[src/rtl/modaddsub_pkg.sv]
// Shared types, state encodings and elaboration helpers for the serial modular adder/subtractor.
package modaddsub_pkg;

  typedef logic [1:0] state_t;

  localparam state_t ST_IDLE  = 2'd0;
  localparam state_t ST_PASS1 = 2'd1;
  localparam state_t ST_PASS2 = 2'd2;
  localparam state_t ST_FIN   = 2'd3;

  // Number of digits per operand; a zero DIGIT is caught by params_ok, so avoid dividing by it here.
  function automatic int unsigned calc_ndig(input int unsigned width, input int unsigned digit);
    return (digit == 0) ? 1 : (width / digit);
  endfunction

  // Digit counter width, never narrower than one bit.
  function automatic int unsigned calc_cnt_w(input int unsigned ndig);
    return (ndig <= 1) ? 1 : int'($clog2(ndig));
  endfunction

  // WIDTH must be a non-zero multiple of DIGIT.
  function automatic bit params_ok(input int unsigned width, input int unsigned digit);
    return (digit != 0) && (width >= digit) && ((width % digit) == 0);
  endfunction

endpackage

[src/rtl/modaddsub_serial_digit_adder.sv]
// DIGIT-bit combinational ripple adder shared by both serial passes.
module digit_adder
  import modaddsub_pkg::*;
#(
  parameter int unsigned DIGIT = 32
) (
  input  logic [DIGIT-1:0] a_i,
  input  logic [DIGIT-1:0] b_i,
  input  logic             c_i,
  output logic [DIGIT-1:0] sum_o,
  output logic             c_o
);

  // Bit-by-bit ripple from c_i up through the digit.
  always_comb begin
    logic carry;
    carry = c_i;
    sum_o = '0;
    for (int i = 0; i < int'(DIGIT); i++) begin
      sum_o[i] = a_i[i] ^ b_i[i] ^ carry;
      carry    = (a_i[i] & b_i[i]) | (carry & (a_i[i] ^ b_i[i]));
    end
    c_o = carry;
  end

endmodule

[src/rtl/modaddsub_serial.sv]
// Digit-serial modular add/subtract: raw pass (a +/- b) then correction pass (r -/+ p).
module modaddsub_serial
  import modaddsub_pkg::*;
#(
  parameter int unsigned WIDTH = 256,
  parameter int unsigned DIGIT = 32
) (
  input  logic             clk,
  input  logic             rst,
  input  logic             start,
  input  logic             op_sub,
  input  logic [WIDTH-1:0] a,
  input  logic [WIDTH-1:0] b,
  input  logic [WIDTH-1:0] p,
  output logic             busy,
  output logic             done,
  output logic [WIDTH-1:0] res,
  output logic             corr
);

  localparam int unsigned NDIG  = calc_ndig(WIDTH, DIGIT);
  localparam int unsigned CNT_W = calc_cnt_w(NDIG);

  if (!params_ok(WIDTH, DIGIT)) begin : g_param_err
    $error("modaddsub_serial: WIDTH must be a non-zero multiple of DIGIT");
  end

  state_t             state_q, state_d;
  logic [CNT_W-1:0]   cnt_q, cnt_d;
  logic               carry_q, carry_d;
  logic               c1_q, c1_d;
  logic               c2_q, c2_d;
  logic               op_sub_q, op_sub_d;
  logic [WIDTH-1:0]   a_q, a_d;
  logic [WIDTH-1:0]   b_q, b_d;
  logic [WIDTH-1:0]   p_q, p_d;
  logic [WIDTH-1:0]   r_q, r_d;
  logic [WIDTH-1:0]   u_q, u_d;
  logic               busy_q, busy_d;
  logic               done_q, done_d;
  logic [WIDTH-1:0]   res_q, res_d;
  logic               corr_q, corr_d;

  logic [DIGIT-1:0]   add_a, add_b, add_sum;
  logic               add_co;
  logic               last_dig;
  logic               sel;

  // Drop the consumed LS digit.
  function automatic logic [WIDTH-1:0] shr(input logic [WIDTH-1:0] x);
    return x >> DIGIT;
  endfunction

  // Drop the LS digit and insert a new digit at the MS end.
  function automatic logic [WIDTH-1:0] shift_in(input logic [WIDTH-1:0] x, input logic [DIGIT-1:0] d);
    return (x >> DIGIT) | (WIDTH'(d) << (WIDTH - DIGIT));
  endfunction

  // Rotate right by one digit; NDIG rotations restore the original value.
  function automatic logic [WIDTH-1:0] rotr(input logic [WIDTH-1:0] x);
    return (x >> DIGIT) | (x << (WIDTH - DIGIT));
  endfunction

  assign last_dig = (cnt_q == CNT_W'(NDIG - 1));

  // Operand mux in front of the shared carry chain.
  always_comb begin
    add_a = a_q[DIGIT-1:0];
    add_b = b_q[DIGIT-1:0] ^ {DIGIT{op_sub_q}};
    if (state_q == ST_PASS2) begin
      add_a = r_q[DIGIT-1:0];
      add_b = p_q[DIGIT-1:0] ^ {DIGIT{~op_sub_q}};
    end
  end

  digit_adder #(.DIGIT(DIGIT)) u_digit_adder (
    .a_i   (add_a),
    .b_i   (add_b),
    .c_i   (carry_q),
    .sum_o (add_sum),
    .c_o   (add_co)
  );

  // Next-state, datapath and output logic.
  always_comb begin
    state_d  = state_q;
    cnt_d    = cnt_q;
    carry_d  = carry_q;
    c1_d     = c1_q;
    c2_d     = c2_q;
    op_sub_d = op_sub_q;
    a_d      = a_q;
    b_d      = b_q;
    p_d      = p_q;
    r_d      = r_q;
    u_d      = u_q;
    done_d   = 1'b0;
    res_d    = res_q;
    corr_d   = corr_q;
    sel      = 1'b0;

    case (state_q)
      ST_IDLE: begin
        if (start) begin
          a_d      = a;
          b_d      = b;
          p_d      = p;
          op_sub_d = op_sub;
          carry_d  = op_sub;
          cnt_d    = '0;
          state_d  = ST_PASS1;
        end
      end
      ST_PASS1: begin
        a_d     = shr(a_q);
        b_d     = shr(b_q);
        r_d     = shift_in(r_q, add_sum);
        carry_d = add_co;
        cnt_d   = cnt_q + CNT_W'(1);
        if (last_dig) begin
          c1_d    = add_co;
          carry_d = ~op_sub_q;
          cnt_d   = '0;
          state_d = ST_PASS2;
        end
      end
      ST_PASS2: begin
        p_d     = shr(p_q);
        r_d     = rotr(r_q);
        u_d     = shift_in(u_q, add_sum);
        carry_d = add_co;
        cnt_d   = cnt_q + CNT_W'(1);
        if (last_dig) begin
          c2_d    = add_co;
          carry_d = 1'b0;
          cnt_d   = '0;
          state_d = ST_FIN;
        end
      end
      default: begin
        sel     = op_sub_q ? ~c1_q : (c1_q | c2_q);
        res_d   = sel ? u_q : r_q;
        corr_d  = sel;
        done_d  = 1'b1;
        state_d = ST_IDLE;
      end
    endcase

    busy_d = (state_d == ST_PASS1) || (state_d == ST_PASS2);
  end

  // State and datapath registers with synchronous reset.
  always_ff @(posedge clk) begin
    if (rst) begin
      state_q  <= ST_IDLE;
      cnt_q    <= '0;
      carry_q  <= 1'b0;
      c1_q     <= 1'b0;
      c2_q     <= 1'b0;
      op_sub_q <= 1'b0;
      a_q      <= '0;
      b_q      <= '0;
      p_q      <= '0;
      r_q      <= '0;
      u_q      <= '0;
      busy_q   <= 1'b0;
      done_q   <= 1'b0;
      res_q    <= '0;
      corr_q   <= 1'b0;
    end else begin
      state_q  <= state_d;
      cnt_q    <= cnt_d;
      carry_q  <= carry_d;
      c1_q     <= c1_d;
      c2_q     <= c2_d;
      op_sub_q <= op_sub_d;
      a_q      <= a_d;
      b_q      <= b_d;
      p_q      <= p_d;
      r_q      <= r_d;
      u_q      <= u_d;
      busy_q   <= busy_d;
      done_q   <= done_d;
      res_q    <= res_d;
      corr_q   <= corr_d;
    end
  end

  assign busy = busy_q;
  assign done = done_q;
  assign res  = res_q;
  assign corr = corr_q;

endmodule

[config.mk]
export PLATFORM = sky130hd
export DESIGN_NAME = modaddsub_serial
export DESIGN_NICKNAME = d
export VERILOG_FILES = /design/src/rtl/modaddsub_pkg.sv /design/src/rtl/modaddsub_serial_digit_adder.sv /design/src/rtl/modaddsub_serial.sv
export SDC_FILE = /design/constraint.sdc
export NUM_CORES = 2
export LEC_CHECK = 0
export CAP_MARGIN = 5
export CORE_AREA = 2 2 401 403
export CTS_CLUSTER_SIZE = 14
export DETAILED_ROUTE_END_ITERATION = 12
export DIE_AREA = 0 0 403 405
export GPL_TIMING_DRIVEN = 0
export HOLD_SLACK_MARGIN = 0.15
export SKIP_LAST_GASP = 1
export SLEW_MARGIN = 40
export SYNTH_ARGS = -nofsm -noshare
export SYNTH_HDL_FRONTEND = slang
export SYNTH_SLANG_ARGS = --single-unit
[constraint.sdc]
create_clock -name clk -period 22.7 [get_ports clk]
set_input_delay 3.405 -clock clk [delete_from_list [all_inputs] [get_ports clk]]
set_output_delay 3.405 -clock clk [all_outputs]
set_load 0.1 [all_outputs]
# --- Word level (Yosys, flattened, before mapping) ---
# Index checks and enable logic that the tools add are counted.
word_totals:
  word_cells: 229
  output_inout_bits: 259
  input_bits: 772
  ff_bits: 1548
classes:
  n_addsub: 1
  n_eq_ne: 6
  muxes: 23
  bitwise: 168
  reduce_logical: 16
ops:
  columns: ["operator", "n"]
  rows:
  - ["256-bit one-hot mux with 2 select lines", 4]
  - ["256-bit 2-to-1 mux", 4]
  - ["224-bit by 256-bit OR with 256-bit output", 3]
  - ["1-bit bitwise AND", 64]
  - ["32-bit 2-to-1 mux", 2]
  - ["1-bit bitwise XOR", 64]
  - ["32-bit bitwise XOR", 2]
  - ["1-bit OR", 33]
  - ["2-bit AND reduction", 7]
  - ["2-bit nonzero test", 4]
  - ["2-bit 2-to-1 mux", 3]
  - ["3-bit 2-to-1 mux", 2]
  - ["2-bit one-hot mux with 3 select lines", 1]
  - ["3-bit one-hot mux with 2 select lines", 1]
  - ["1-bit 2-to-1 mux", 5]
  - ["2-bit by 1-bit equality test with 1-bit output (second input constant)", 2]
  - ["2-bit equality test (second input constant)", 2]
  - ["3-bit by 1-bit adder with 3-bit output (second input constant)", 1]
  - ["3-bit equality test (second input constant)", 1]
  - ["1-bit one-hot mux with 3 select lines", 1]
  - ["3-bit nonzero test", 1]
  - ["3-bit OR reduction", 1]
  - ["2-bit logical NOT", 1]
  - ["2-bit != test (second input constant)", 1]
  - ["other kinds (3)", 4]

# --- Longest topological paths before layout ---
depth:
  ltp_word: 70
  ltp_mapped: 45
  depth_no_buf: 43

# --- Cells and area by module ---
# From an unflattened synthesis, not the netlist that was laid out.
hier_totals:
  cells_unflattened: 6682
  area_unflattened_um2: 63584.7
by_module_without_submodules:
  columns: ["mod", "area_each_um2", "cells_per_inst", "n_inst", "seq_area_each_um2"]
  rows:
  - ["modaddsub_serial", 62906.6, 6640, 1, 30989.7]
  - ["digit_adder", 678.2, 42, 1, 0.0]

# --- Least setup slack after synthesis ---
# OpenSTA, ideal clock, no wires.
synth_path:
  path_type: "reg2reg"
  from: "register state_q[0]"
  to: "register carry_q"
  arrival_ns: 16.116
  period_less_slack_ns: 16.203
  stages_incl_launch_ff: 46
  setup_ns: 0.087
  required_ns: 22.613
  n_path_buf: 2
  setup_slack_ns: 6.497
  path_cell_list: "dfxtp_1 inv_1 ha_1 buf_2 inv_2 clkbuf_1 nand2_1 o21ai_0 xnor2_1 fa_1 fa_1 fa_1 fa_1 fa_1 fa_1 fa_1 fa_1 fa_1 [10 not listed] fa_1 fa_1 fa_1 fa_1 fa_1 fa_1 fa_1 fa_1 fa_1 fa_1 fa_1 inv_1 fa_1 inv_1 fa_1 o311ai_0 o2111ai_1 o31ai_1"
synth_via:
  elab_chain_cells: 69
  word_cells_on_any_way: 139
  classes_between: "3 x eq/ne; 5 x mux; 128 x bitwise; 3 x reduce/logical"
synth_lines:
  columns: ["item", "line_no", "text"]
  rows:
  - ["start: declaration", "modaddsub_serial.sv:28", "state_t state_q, state_d;"]
  - ["start signal: assignment", "modaddsub_serial.sv:171", "state_q <= state_d;"]
  - ["2-bit equality test", "modaddsub_serial.sv:70, modaddsub_serial.sv:102", null]
  - ["32-bit 2-to-1 mux", "modaddsub_serial.sv:70", "if (state_q == ST_PASS2) begin"]
  - ["1-bit bitwise XOR", "modaddsub_serial_digit_adder.sv:21", "carry = (a_i[i] & b_i[i]) | (carry & (a_i[i] ^ b_i[i]));"]
  - ["1-bit bitwise AND", "modaddsub_serial_digit_adder.sv:21", null]
  - ["1-bit OR", "modaddsub_serial_digit_adder.sv:21", null]
  - ["1-bit bitwise AND", "modaddsub_serial_digit_adder.sv:21", null]
  - ["1-bit OR", "modaddsub_serial_digit_adder.sv:21", null]
  - ["1-bit bitwise AND", "modaddsub_serial_digit_adder.sv:21", null]
  - ["[53 not listed]", null, null]
  - ["1-bit bitwise AND", "modaddsub_serial_digit_adder.sv:21", null]
  - ["1-bit OR", "modaddsub_serial_digit_adder.sv:21", null]
  - ["1-bit bitwise AND", "modaddsub_serial_digit_adder.sv:21", null]
  - ["1-bit OR", "modaddsub_serial_digit_adder.sv:21", null]
  - ["1-bit bitwise AND", "modaddsub_serial_digit_adder.sv:21", null]
  - ["1-bit OR", "modaddsub_serial_digit_adder.sv:21", null]
  - ["1-bit 2-to-1 mux (on tied branches)", "modaddsub_serial.sv:133, modaddsub_serial.sv:120", null]
  - ["1-bit one-hot mux with 3 select lines", "modaddsub_serial.sv:102", "case (state_q)"]
  - ["end signal: assignment", "modaddsub_serial.sv:173", "carry_q <= carry_d;"]
  - ["end: declaration", "modaddsub_serial.sv:30", "logic carry_q, carry_d;"]
# Parallel ways exist; a longest one is shown, timed or not.
# A chain may end at the register's enable or synchronous reset.

# --- Final worst setup path ---
# Same ends and word-level chain as after synthesis.

==> results.json <==
{
  "status": "completed",
  "synth_ff_type": "dfxtp_1",
  "die_w_um": 403,
  "drc": 0,
  "grt_use_total": 0.3388,
  "maxSlewViolCount": 0,
  "io_buffers": 1029,
  "antenna_found_initial": 101,
  "slowest_stage": "fa_1",
  "mostFrequentLayoutCells": "dfxtp_1, nor2_1, mux2i_1",
  "hp-class": "reg -> reg",
  "synth_compound_area_frac": 0.1413,
  "vias_per_cell": 5.535,
  "hold_buffers": 0,
  "stdcell_count": 10180,
  "synth_top_family_by_area": "multiplexers",
  "cp-start-kind": "register",
  "dieArea_um2": 163200,
  "relSlewSlack": 0.3727,
  "grt_pass1_vias": 54640,
  "syn_inst": 6700,
  "synthAdderAreaFrac": 0.01129,
  "synth_mux_area_frac": 0.1826,
  "cp.arrival_ps": 18020,
  "ys_seq_area_frac": 0.4890,
  "drive_gt1_frac": 0.1077,
  "final_core_util": 0.5074,
  "synth_edf_count": 0,
  "synth_top_area_share": 0.4890,
  "clk_latency_ps": 810,
  "design_area_um2": 80820,
  "gp_congestion": 1.023,
  "detail-route-antenna-nets": 0,
  "dr.pass1.iters": 8,
  "p_leak_nw": 29.11,
  "wl_per_cell_um": 28.27,
  "h-tree-depth": 4,
  "min_period_over_period": 0.7621,
  "cts-root-buf": "clkbuf_16",
  "floorplan.rows": 147,
  "crit_type": "reg -> reg",
  "ys_warn_count": 0,
  "syn_avg_cell_area_um2": 9.459,
  "worst_setup_path_end_kind": "register",
  "grt_first_pass_wirelength_um": 398700,
  "netlist-cell-type-count": 37,
  "synth_nets": 7510,
  "num-nets-final": 8713,
  "final_hold_viol_count": 0,
  "ys_seq_elements": 1548,
  "skew_ps": 50.77,
  "fin_tns_setup_ps": 0,
  "fp.dieH_um": 405,
  "required_ps": 23420,
  "cts_tree": "yes",
  "wirelength_um": 287900,
  "fill_cells": 15240,
  "ir_worst_vdd_mv": 0.08385,
  "areaGrowthSynthToFinish_pct": 27.52,
  "dpl-instance-area_um2": 75060,
  "clk_path_buf_depth": 3,
  "vias": 56370,
  "synth_top_cell_by_area": "dfxtp_1",
  "initial_core_util": 0.3979,
  "grt_max_degree": 17,
  "rsz0062_at_grt": "no",
  "drt_iter0_drc": 4438,
  "ios": 1031,
  "power.density_nw_per_um2": 82.39,
  "worstPathMaxFanout": 10,
  "clkTransAtPathRegs_ps": 60,
  "cts_sinks": 1548,
  "synth_xor_area_frac": 0.004561,
  "syn_area_um2": 63370,
  "place_hpwl_um": 235900,
  "overflow": 0,
  "worst-slew-pin-transition_ps": 914.8,
  "slowest_delay_ps": 500,
  "cts-resized-gates": 0,
  "cts_setup_buffers": 0,
  "synthSimpleGateAreaFrac": 0.1268,
  "min_period_ps": 17300,
  "max-cap-violations": 0,
  "setup_viol": 0,
  "dp.cells": 9817,
  "ys_top_cells_by_area": "dfxtp_1, mux2i_1, nor2_1",
  "final_common_cell": "dfxtp_1",
  "worst_path_most_repeated_cell": "fa_1",
  "cts_buffers": 170,
  "fmax_ghz": 0.05781,
  "postSynth.asyncResetShare": 0,
  "core-area_um2": 159300
}
-- path summary, 6_finish.rpt --
| kind | slack [ps] | depth (start not counted) | start | end |
|---|---|---|---|---|
| worst min-delay path | 480 | 2 | cnt_q[2]$_SDFFE_PP0P_ | cnt_q[2]$_SDFFE_PP0P_ |
| worst max-delay path | 5400 | 44 | state_q[0]$_SDFF_PP0_ | carry_q$_SDFFE_PP0P_ |
| worst max register to register | 5400 | 44 | state_q[0]$_SDFF_PP0_ | carry_q$_SDFFE_PP0P_ |
| worst min register to register | 480 | 2 | cnt_q[2]$_SDFFE_PP0P_ | cnt_q[2]$_SDFFE_PP0P_ |
-- cell usage after synthesis (2+ instances only) --
cell type	count
nand2_1	575
dfxtp_1	1548
o21a_1	3
clkbuf_1	280
buf_2	289
nor3b_1	2
inv_1	8
nand2b_1	2
a211oi_1	704
nor3_1	2
mux2i_1	1155
nand3_1	2
a21oi_1	7
a21boi_0	31
a311oi_1	259
o21ai_0	64
o311ai_0	2
ha_1	6
buf_1	14
a22oi_1	96
o21ai_2	2
fa_1	32
xnor2_1	32
nor2_1	1542
buf_4	31
-- critical path: cells and delay by family (launching register included) --
kind	cells	cell delay (ps)
fa+ha+maj	33	14640
buf+inv	6	1190
compound gates	4	820
flops	1	340
simple gates	1	230
-- power by group --
group | internal (mW) | total, mW | switching [mW]
Sequential | 2.86 | 2.97 | 0.107
Combinational | 0.377 | 0.881 | 0.504
Clock | 1.62 | 2.81 | 1.19
-- logic make-up after synthesis --
group / count (synthesis)
AO/OA/AOI/OAI: 1172
XOR/XNOR: 33
adder cells (fa/ha/maj): 38
buffers and inverters: 623
flip-flops: 1548
multiplexers: 1156
AND/OR/NAND/NOR: 2130
-- flip-flops by register name, summed over array words and instances, names as in the netlist --
register and count:
done 1, p_q 256, busy 1, op_sub_q 1, state_q 2, cnt_q 3
b_q 256, a_q 256, c2_q 1, corr 1, c1_q 1, r_q 256
res 256, u_q 256, carry_q 1
-- per-stage QoR --
| step | hold WS (ps) | total power [mW] | worst slack [ps] |
|---|---|---|---|
| final | 477.3 | 6.659 | 5401 |
| after global routing | 493.4 | 6.864 | 4808 |
| after CTS | 476.4 | 6.666 | 5297 |
| after detailed placement | 466.0 | 3.899 | 5281 |
| after global placement | 459.8 | 3.883 | 5345 |
| after floorplan | 449.9 | 3.493 | 6497 |
-- final cells by class --
class	count	area [um^2]	share of cell area
inverter	9	33.78	0.0004180
multi-input combinational	4529	29580	0.3660
clock inverter	49	546.8	0.006766
buffer	614	2798	0.03462
sequential	1548	30990	0.3835
tap	2086	2610	0.03229
timing repair buffer	1031	9059	0.1121
antenna	59	147.6	0.001827
clock buffer	259	5052	0.06252
-- routing by layer --
metal,up-vias,track usage,wire (um)
li1,26120,-,-
met1,27300,0.4126,115800
met2,2236,0.5575,133000
met3,641,0.07015,20480
met4,72,0.1901,18160
met5,-,0,447
Power figures use the tool's default switching activity.
